==> src/rtl/axi_sram_slave.sv <==
// AXI4 slave bridging one burst at a time onto a single-port, byte-writable SRAM macro.
// Optional response checking (SLVERR on bad size / WLAST) is built when AXI_SLV_ERRCHK_EN is defined.
module axi_sram_slave #(
    parameter int ID_BITS   = 8,
    parameter int ADDR_BITS = 32,
    parameter int DATA_BITS = 32,
    parameter int LEN_BITS  = 4,
    parameter int MEM_AW    = 14
) (
    input  logic                   clk,
    input  logic                   rst,
    input  logic [ID_BITS-1:0]     AWID,
    input  logic [ADDR_BITS-1:0]   AWADDR,
    input  logic [LEN_BITS-1:0]    AWLEN,
    input  logic [2:0]             AWSIZE,
    input  logic [1:0]             AWBURST,
    input  logic                   AWVALID,
    output logic                   AWREADY,
    input  logic [DATA_BITS-1:0]   WDATA,
    input  logic [DATA_BITS/8-1:0] WSTRB,
    input  logic                   WLAST,
    input  logic                   WVALID,
    output logic                   WREADY,
    output logic [ID_BITS-1:0]     BID,
    output logic [1:0]             BRESP,
    output logic                   BVALID,
    input  logic                   BREADY,
    input  logic [ID_BITS-1:0]     ARID,
    input  logic [ADDR_BITS-1:0]   ARADDR,
    input  logic [LEN_BITS-1:0]    ARLEN,
    input  logic [2:0]             ARSIZE,
    input  logic [1:0]             ARBURST,
    input  logic                   ARVALID,
    output logic                   ARREADY,
    output logic [ID_BITS-1:0]     RID,
    output logic [DATA_BITS-1:0]   RDATA,
    output logic [1:0]             RRESP,
    output logic                   RLAST,
    output logic                   RVALID,
    input  logic                   RREADY,
    output logic                   sram_cs,
    output logic [DATA_BITS/8-1:0] sram_we,
    output logic [MEM_AW-1:0]      sram_addr,
    output logic [DATA_BITS-1:0]   sram_din,
    input  logic [DATA_BITS-1:0]   sram_dout
);

    typedef enum logic [2:0] {IDLE, W_DATA, B_RESP, R_FETCH, R_DATA} state_t;

    state_t               state_q, state_d;
    logic                 prio_q, prio_d;
    logic [LEN_BITS-1:0]  cnt_q, cnt_d;
    logic [LEN_BITS-1:0]  len_q, len_d;
    logic [ADDR_BITS-1:0] addr_q, addr_d;
    logic [ID_BITS-1:0]   id_q, id_d;
    logic [1:0]           burst_q, burst_d;
    logic [DATA_BITS-1:0] rdata_q, rdata_d;
    logic                 fresh_q, fresh_d;

    logic                 aw_rdy, ar_rdy, last;
    logic [ADDR_BITS-1:0] addr_next;

    // prio=1 lets a pending read win a tie right after a write burst
    assign aw_rdy = rst & (state_q == IDLE) & AWVALID & (~ARVALID | ~prio_q);
    assign ar_rdy = rst & (state_q == IDLE) & ARVALID & ~aw_rdy;
    assign AWREADY = aw_rdy;
    assign ARREADY = ar_rdy;

    assign last      = (cnt_q == len_q);
    assign addr_next = (burst_q == 2'b00) ? addr_q : addr_q + ADDR_BITS'(4);
    assign sram_addr = addr_q[MEM_AW+1:2];

    assign BID   = id_q;
    assign RID   = id_q;
    assign RLAST = (state_q == R_DATA) & last;
    // first R_DATA cycle forwards the macro output, later cycles replay the captured word
    assign RDATA = fresh_q ? sram_dout : rdata_q;

    always_comb begin
        state_d  = state_q;
        prio_d   = prio_q;
        cnt_d    = cnt_q;
        len_d    = len_q;
        addr_d   = addr_q;
        id_d     = id_q;
        burst_d  = burst_q;
        fresh_d  = (state_q == R_FETCH);
        rdata_d  = fresh_q ? sram_dout : rdata_q;
        WREADY   = 1'b0;
        BVALID   = 1'b0;
        RVALID   = 1'b0;
        sram_cs  = 1'b0;
        sram_we  = '0;
        sram_din = '0;
        case (state_q)
            IDLE: begin
                if (aw_rdy) begin
                    id_d    = AWID;
                    addr_d  = AWADDR;
                    len_d   = AWLEN;
                    burst_d = AWBURST;
                    cnt_d   = '0;
                    state_d = W_DATA;
                end else if (ar_rdy) begin
                    id_d    = ARID;
                    addr_d  = ARADDR;
                    len_d   = ARLEN;
                    burst_d = ARBURST;
                    cnt_d   = '0;
                    state_d = R_FETCH;
                end
            end
            W_DATA: begin
                WREADY = 1'b1;
                if (WVALID) begin
                    sram_cs  = 1'b1;
                    sram_we  = WSTRB;
                    sram_din = WDATA;
                    addr_d   = addr_next;
                    if (last) state_d = B_RESP;
                    else      cnt_d   = cnt_q + 1'b1;
                end
            end
            B_RESP: begin
                BVALID = 1'b1;
                if (BREADY) begin
                    prio_d  = 1'b1;
                    state_d = IDLE;
                end
            end
            R_FETCH: begin
                sram_cs = 1'b1;
                state_d = R_DATA;
            end
            R_DATA: begin
                RVALID = 1'b1;
                if (RREADY) begin
                    if (last) begin
                        prio_d  = 1'b0;
                        state_d = IDLE;
                    end else begin
                        addr_d  = addr_next;
                        cnt_d   = cnt_q + 1'b1;
                        state_d = R_FETCH;
                    end
                end
            end
            default: state_d = IDLE;
        endcase
    end

    always_ff @(posedge clk or negedge rst) begin
        if (!rst) begin
            state_q <= IDLE;
            prio_q  <= 1'b0;
            cnt_q   <= '0;
            len_q   <= '0;
            addr_q  <= '0;
            id_q    <= '0;
            burst_q <= '0;
            rdata_q <= '0;
            fresh_q <= 1'b0;
        end else begin
            state_q <= state_d;
            prio_q  <= prio_d;
            cnt_q   <= cnt_d;
            len_q   <= len_d;
            addr_q  <= addr_d;
            id_q    <= id_d;
            burst_q <= burst_d;
            rdata_q <= rdata_d;
            fresh_q <= fresh_d;
        end
    end

`ifdef AXI_SLV_ERRCHK_EN
    // sticky per-burst error; seeded by the size check at the address handshake
    logic err_q, err_d;

    always_comb begin
        err_d = err_q;
        if (aw_rdy)
            err_d = (AWSIZE != 3'b010);
        else if (ar_rdy)
            err_d = (ARSIZE != 3'b010);
        else if (state_q == W_DATA && WVALID && (WLAST != last))
            err_d = 1'b1;
    end

    always_ff @(posedge clk or negedge rst) begin
        if (!rst) err_q <= 1'b0;
        else      err_q <= err_d;
    end

    assign BRESP = err_q ? 2'b10 : 2'b00;
    assign RRESP = err_q ? 2'b10 : 2'b00;
`else
    logic unused_inputs;
    assign unused_inputs = ^{AWSIZE, ARSIZE, WLAST};
    assign BRESP = 2'b00;
    assign RRESP = 2'b00;
`endif

endmodule

==> config.mk <==
export PLATFORM = sky130hd
export DESIGN_NAME = axi_sram_slave
export DESIGN_NICKNAME = d
export VERILOG_FILES = /design/src/rtl/axi_sram_slave.sv
export SDC_FILE = /design/constraint.sdc
export NUM_CORES = 1
export LEC_CHECK = 0
export CORE_MARGIN = 1
export CORE_UTILIZATION = 31
export CTS_CLUSTER_DIAMETER = 100
export DETAILED_ROUTE_END_ITERATION = 8
export PLACE_DENSITY = 0.77
export SLEW_MARGIN = 0
export SYNTH_ARGS = -nofsm -noshare
export SYNTH_HDL_FRONTEND = slang
export SYNTH_SLANG_ARGS = --single-unit
export TNS_END_PERCENT = 1
==> constraint.sdc <==
create_clock -name clk -period 1.8 [get_ports clk]
set_input_delay 0.27 -clock clk [delete_from_list [all_inputs] [get_ports clk]]
set_output_delay 0.27 -clock clk [all_outputs]
set_load 0.05 [all_outputs]
==> reports/results.txt <==
The post-route minimum period works out to 2040 ps. In this run the worst hold path is classified as in -> async. The logs give 0 for the remaining antenna violation count after routing and 3963 for the number of global-route vias before repair. After floorplanning, the core was divided into 40 placement rows.

The number of synthesized flops with an enable pin came out at 0. Setup repair after global routing could not meet its margin everywhere. The synthesized instance count is 389, and the clock transition at the register clock pins on the worst setup and hold paths after CTS is 60 ps. For the global-route wire length before repair, the log shows 20.4 mm.

Of all cell types, the one taking the most synthesized area is dfrtp_1. For the initial antenna violation count, the log shows 0. Once placement finished, the instance area stood at 6830 sq um.

In the routed design, unresolved DRC markers number 0. The worst-case IR drop observed on VDD is 0.895 mV. The share of async-settable or async-resettable flops after synthesis works out to 100%.

Dividing total power by cell area gives a power density of 2000 nW/um^2. Once placement completed, the tool counted placed cells totaling 788. For the TritonCTS buffer count, the log shows 9.

Among the stages of the critical path, the cell type that occurs most often is buf_12. The number of standard cells in the final layout excluding fillers came out at 817. The fmax was 491 MHz. The adder and majority gate portion of the synthesized area came out at 0.651%. Data required time of the worst path: 1530 ps. Clock skew on the completed layout was measured at 6.99 ps.

In this run the cell area of the synthesized design comes to 3840 sq um. The top-level I/O count is 283, and the multiplexer area fraction after synthesis is 12.2%. The XOR/XNOR share of the synthesized area is 0.912%, and the count of final setup violators is 68.

The max-slew violation count is 0, and the ratio of final minimum period to clock period is 113%. The share of layout cells above drive strength 1 works out to 38.7%. The setup total negative slack is -4770 ps, and the area enclosed by the die boundary is 12800 sq um. The worst setup path is of the reg -> out kind. Count of vias placed by the detailed router: 4036.

The run finished, with violations left. The kind of cell with the highest combined delay along the critical path is buffers and inverters. The maximum number of pins on one net before global-route repair is 55, and the maximum level of the CTS H-tree is 3.

The number of nets in the final layout is 820. Slowest library cell on the worst path: dfrtp_2. The total grt overflow is 0, and the area of all placed cells without fillers is 7500 sq um. Once detailed placement completed, the half-perimeter wirelength came to 9.69 mm. No sink is reached through more buffers than the 2 on the longest clock path.

In this run, synthesis produced a sequential element count of 69. The post-synthesis compound-gate area fraction was 13.9%. The checks that failed: setup timing.

The average instance area after synthesis was 9.87 sq um. The die is 113 um wide. For the starting density of the core, the log shows 31.8%.

Using the TritonRoute via totals, the vias-per-cell ratio works out to 4.94. Measured along the y axis, the die boundary spans 113 um. The number of antenna diodes in the final layout is 0.

The worst setup path is captured at a primary output. The fraction of the yosys area taken by sequential cells was 45.0%. Counting distinct cell types in the post-synthesis netlist gives 49. In the final routed layout, each cell accounts on average for 16.1 um. The cell sitting at the root of the clock tree is a clkbuf_16. The transition at the pin with the smallest max-transition slack is 745 ps, and the combined buffer and inverter count along the critical path is 4. For this run, the total global-route usage over all layers was measured as 20.2%. The signal on the critical path passes through nor3_4 -> nand4_1 -> buf_4 -> clkinvlp_4 -> buf_12 -> buf_12.

Largest family of logic cells by synthesized area: simple AND/OR/NAND/NOR gates. The count of routing violations after the opening detailed-route iteration was 147; the reported max-cap violation count was 0. The tools report the core region area as 12100 sq um. The number of iterations in the first detailed-routing pass is 4.

The final critical-path setup slack is -235 ps, and the count of clock tree sinks is 69. Data on the critical path arrives at its endpoint at 1770 ps. The total number of yosys warnings is 0, and the delay contributed by the slowest stage of the critical path is 440 ps. The placer's final routability congestion estimate came out at 0.876. For the worst-skew pair, the clock arrives at the later sink with an insertion delay of 330 ps. Of the total synthesized cell area, the portion taken by AND, OR, NAND and NOR gates is 20.2%.

The worst setup path is launched from a register. For this block, the routed nets add up to 13.2 mm of wire. Number of port buffers: 235. TritonCTS built the clock tree.

For the final-report hold violation count, the log shows 0. Summed over all cells, the static leakage comes to 0.00328 uW. For this run, the leading register cell type out of synthesis is dfrtp_1. The worst pin sits at a relative slew slack of 50.1%. Ranked by instance count, the synthesized netlist is headed by dfrtp_1, nand2_1, and3_1, mux2_2, nor2_1. Share of the core filled with cells in the final layout: 62.2%. The maximum fanout encountered on the critical timing path is 4. From synthesis to final layout, the design area changed by 95.2%. Fraction of post-synthesis cell area in the top cell type by area: 45.0%. Among all cell types in the netlist, the one instantiated most often is dfrtp_1. After filler insertion, the fill cell instance count of the layout stands at 934.

After synthesis, the cell types taking the most area are dfrtp_1, mux2_2, and3_1, nand2_1, a31oi_1.
[timing repair]
| item | CTS | global route |
|---|---|---|
| hold endpoints to repair | 15 | 0 |
| setup endpoints to repair | 75 | 110 |
| pin swaps | 7 | 5 |
| hold buffers | 1 | 0 |
| resized for setup | 26 | 45 |
| setup buffers | 7 | 5 |
[worst register-to-register path, cell delays in order (launching register included)]
cell	delay [ps]
dfrtp_2	440
nor3_4	220
nand4_1	220
buf_4	220
clkinvlp_4	100
buf_4	110
buf_6	100
nand2_1	50
a31oi_1	210
mux2_4	180
[logic make-up (layout without fill, tap and decap cells)]
group                    after synthesis  in the layout
AO/OA/AOI/OAI                         72             72
XOR/XNOR                               4              4
adder cells (fa/ha/maj)                2              2
buffers and inverters                 47            304
flip-flops                            69             69
multiplexers                          42             42
other                                  1              4
AND/OR/NAND/NOR                      152            152
[registers in the layout, summed over array words and instances (netlist names)]
name / flops
addr_q: 14
BID: 8
prio_q: 1
burst_q: 2
state_q: 3
len_q: 4
rdata_q: 32
cnt_q: 4
fresh_q: 1
[metal layers]
layer | vias to the layer above | global-route usage, % | part of all wire, %
met4 | 0 | 6.58 | 1.6
met3 | 18 | 4.98 | 6.5
met1 | 1922 | 24.9 | 41
met2 | 186 | 34.6 | 50
met5 | - | 0 | 0
li1 | 1910 | - | -
[report_power, final]
| part | leakage, uW | internal [uW] | total (uW) | switching (uW) |
|---|---|---|---|---|
| clock | 0.000147 | 1130 | 1840 | 710 |
| sequential | 0.000793 | 2340 | 2860 | 524 |
| combinational | 0.00234 | 4210 | 10300 | 6080 |
[cells in the final DEF, fill, tap and decap left out, types with 4 or more instances in the layout]
master	count
a21oi_1	6
a2bb2oi_1	4
a31oi_1	21
a32oi_1	4
and3_1	12
and3_2	21
and3_4	7
buf_12	49
buf_4	66
buf_6	25
clkbuf_16	9
clkdlybuf4s50_1	129
conb_1	4
dfrtp_1	64
dfrtp_2	5
dlygate4sd2_1	4
dlymetal6s2s_1	8
inv_1	4
mux2_2	35
mux2i_1	5
nand2_1	46
nand3_1	7
nand4_1	6
nor2_1	21
nor3_1	9
nor3_2	4
o21ai_0	5
o22a_1	8
xnor2_1	4
[final timing paths]
check                       startpoint  cells after the start          end  slack (ps)
max                         state_q[0]                      6      AWREADY        -240
min                                rst                      2   rdata_q[3]         120
min in group clk              ARLEN[2]                      3     len_q[2]         500
max reg2reg                 state_q[0]                      9    addr_q[3]        -110
max in group asynchronous          rst                      3    addr_q[8]         580
min reg2reg                rdata_q[18]                      1  rdata_q[18]         500
[final cells by class]
type / instances / area, sq um / area share, %
multi-input combinational: 276 / 2020 / 26.9
clock inverter: 5 / 63.8 / 0.851
inverter: 5 / 22.5 / 0.300
sequential: 69 / 1730 / 23.1
tap: 168 / 210 / 2.80
clock buffer: 11 / 243 / 3.24
timing repair buffer: 283 / 3210 / 42.8
[per-stage QoR]
step | hold WS [ps] | setup WS, ps | total power [uW]
after floorplan | -25.6 | -73.8 | 9180
after global placement | 275 | -221 | 12300
after detailed placement | 281 | -260 | 12500
after CTS | 146 | -154 | 14600
after global routing | 188 | -276 | 15700
final | 118 | -235 | 15000
Note: power is estimated with default switching activity, not from simulation.
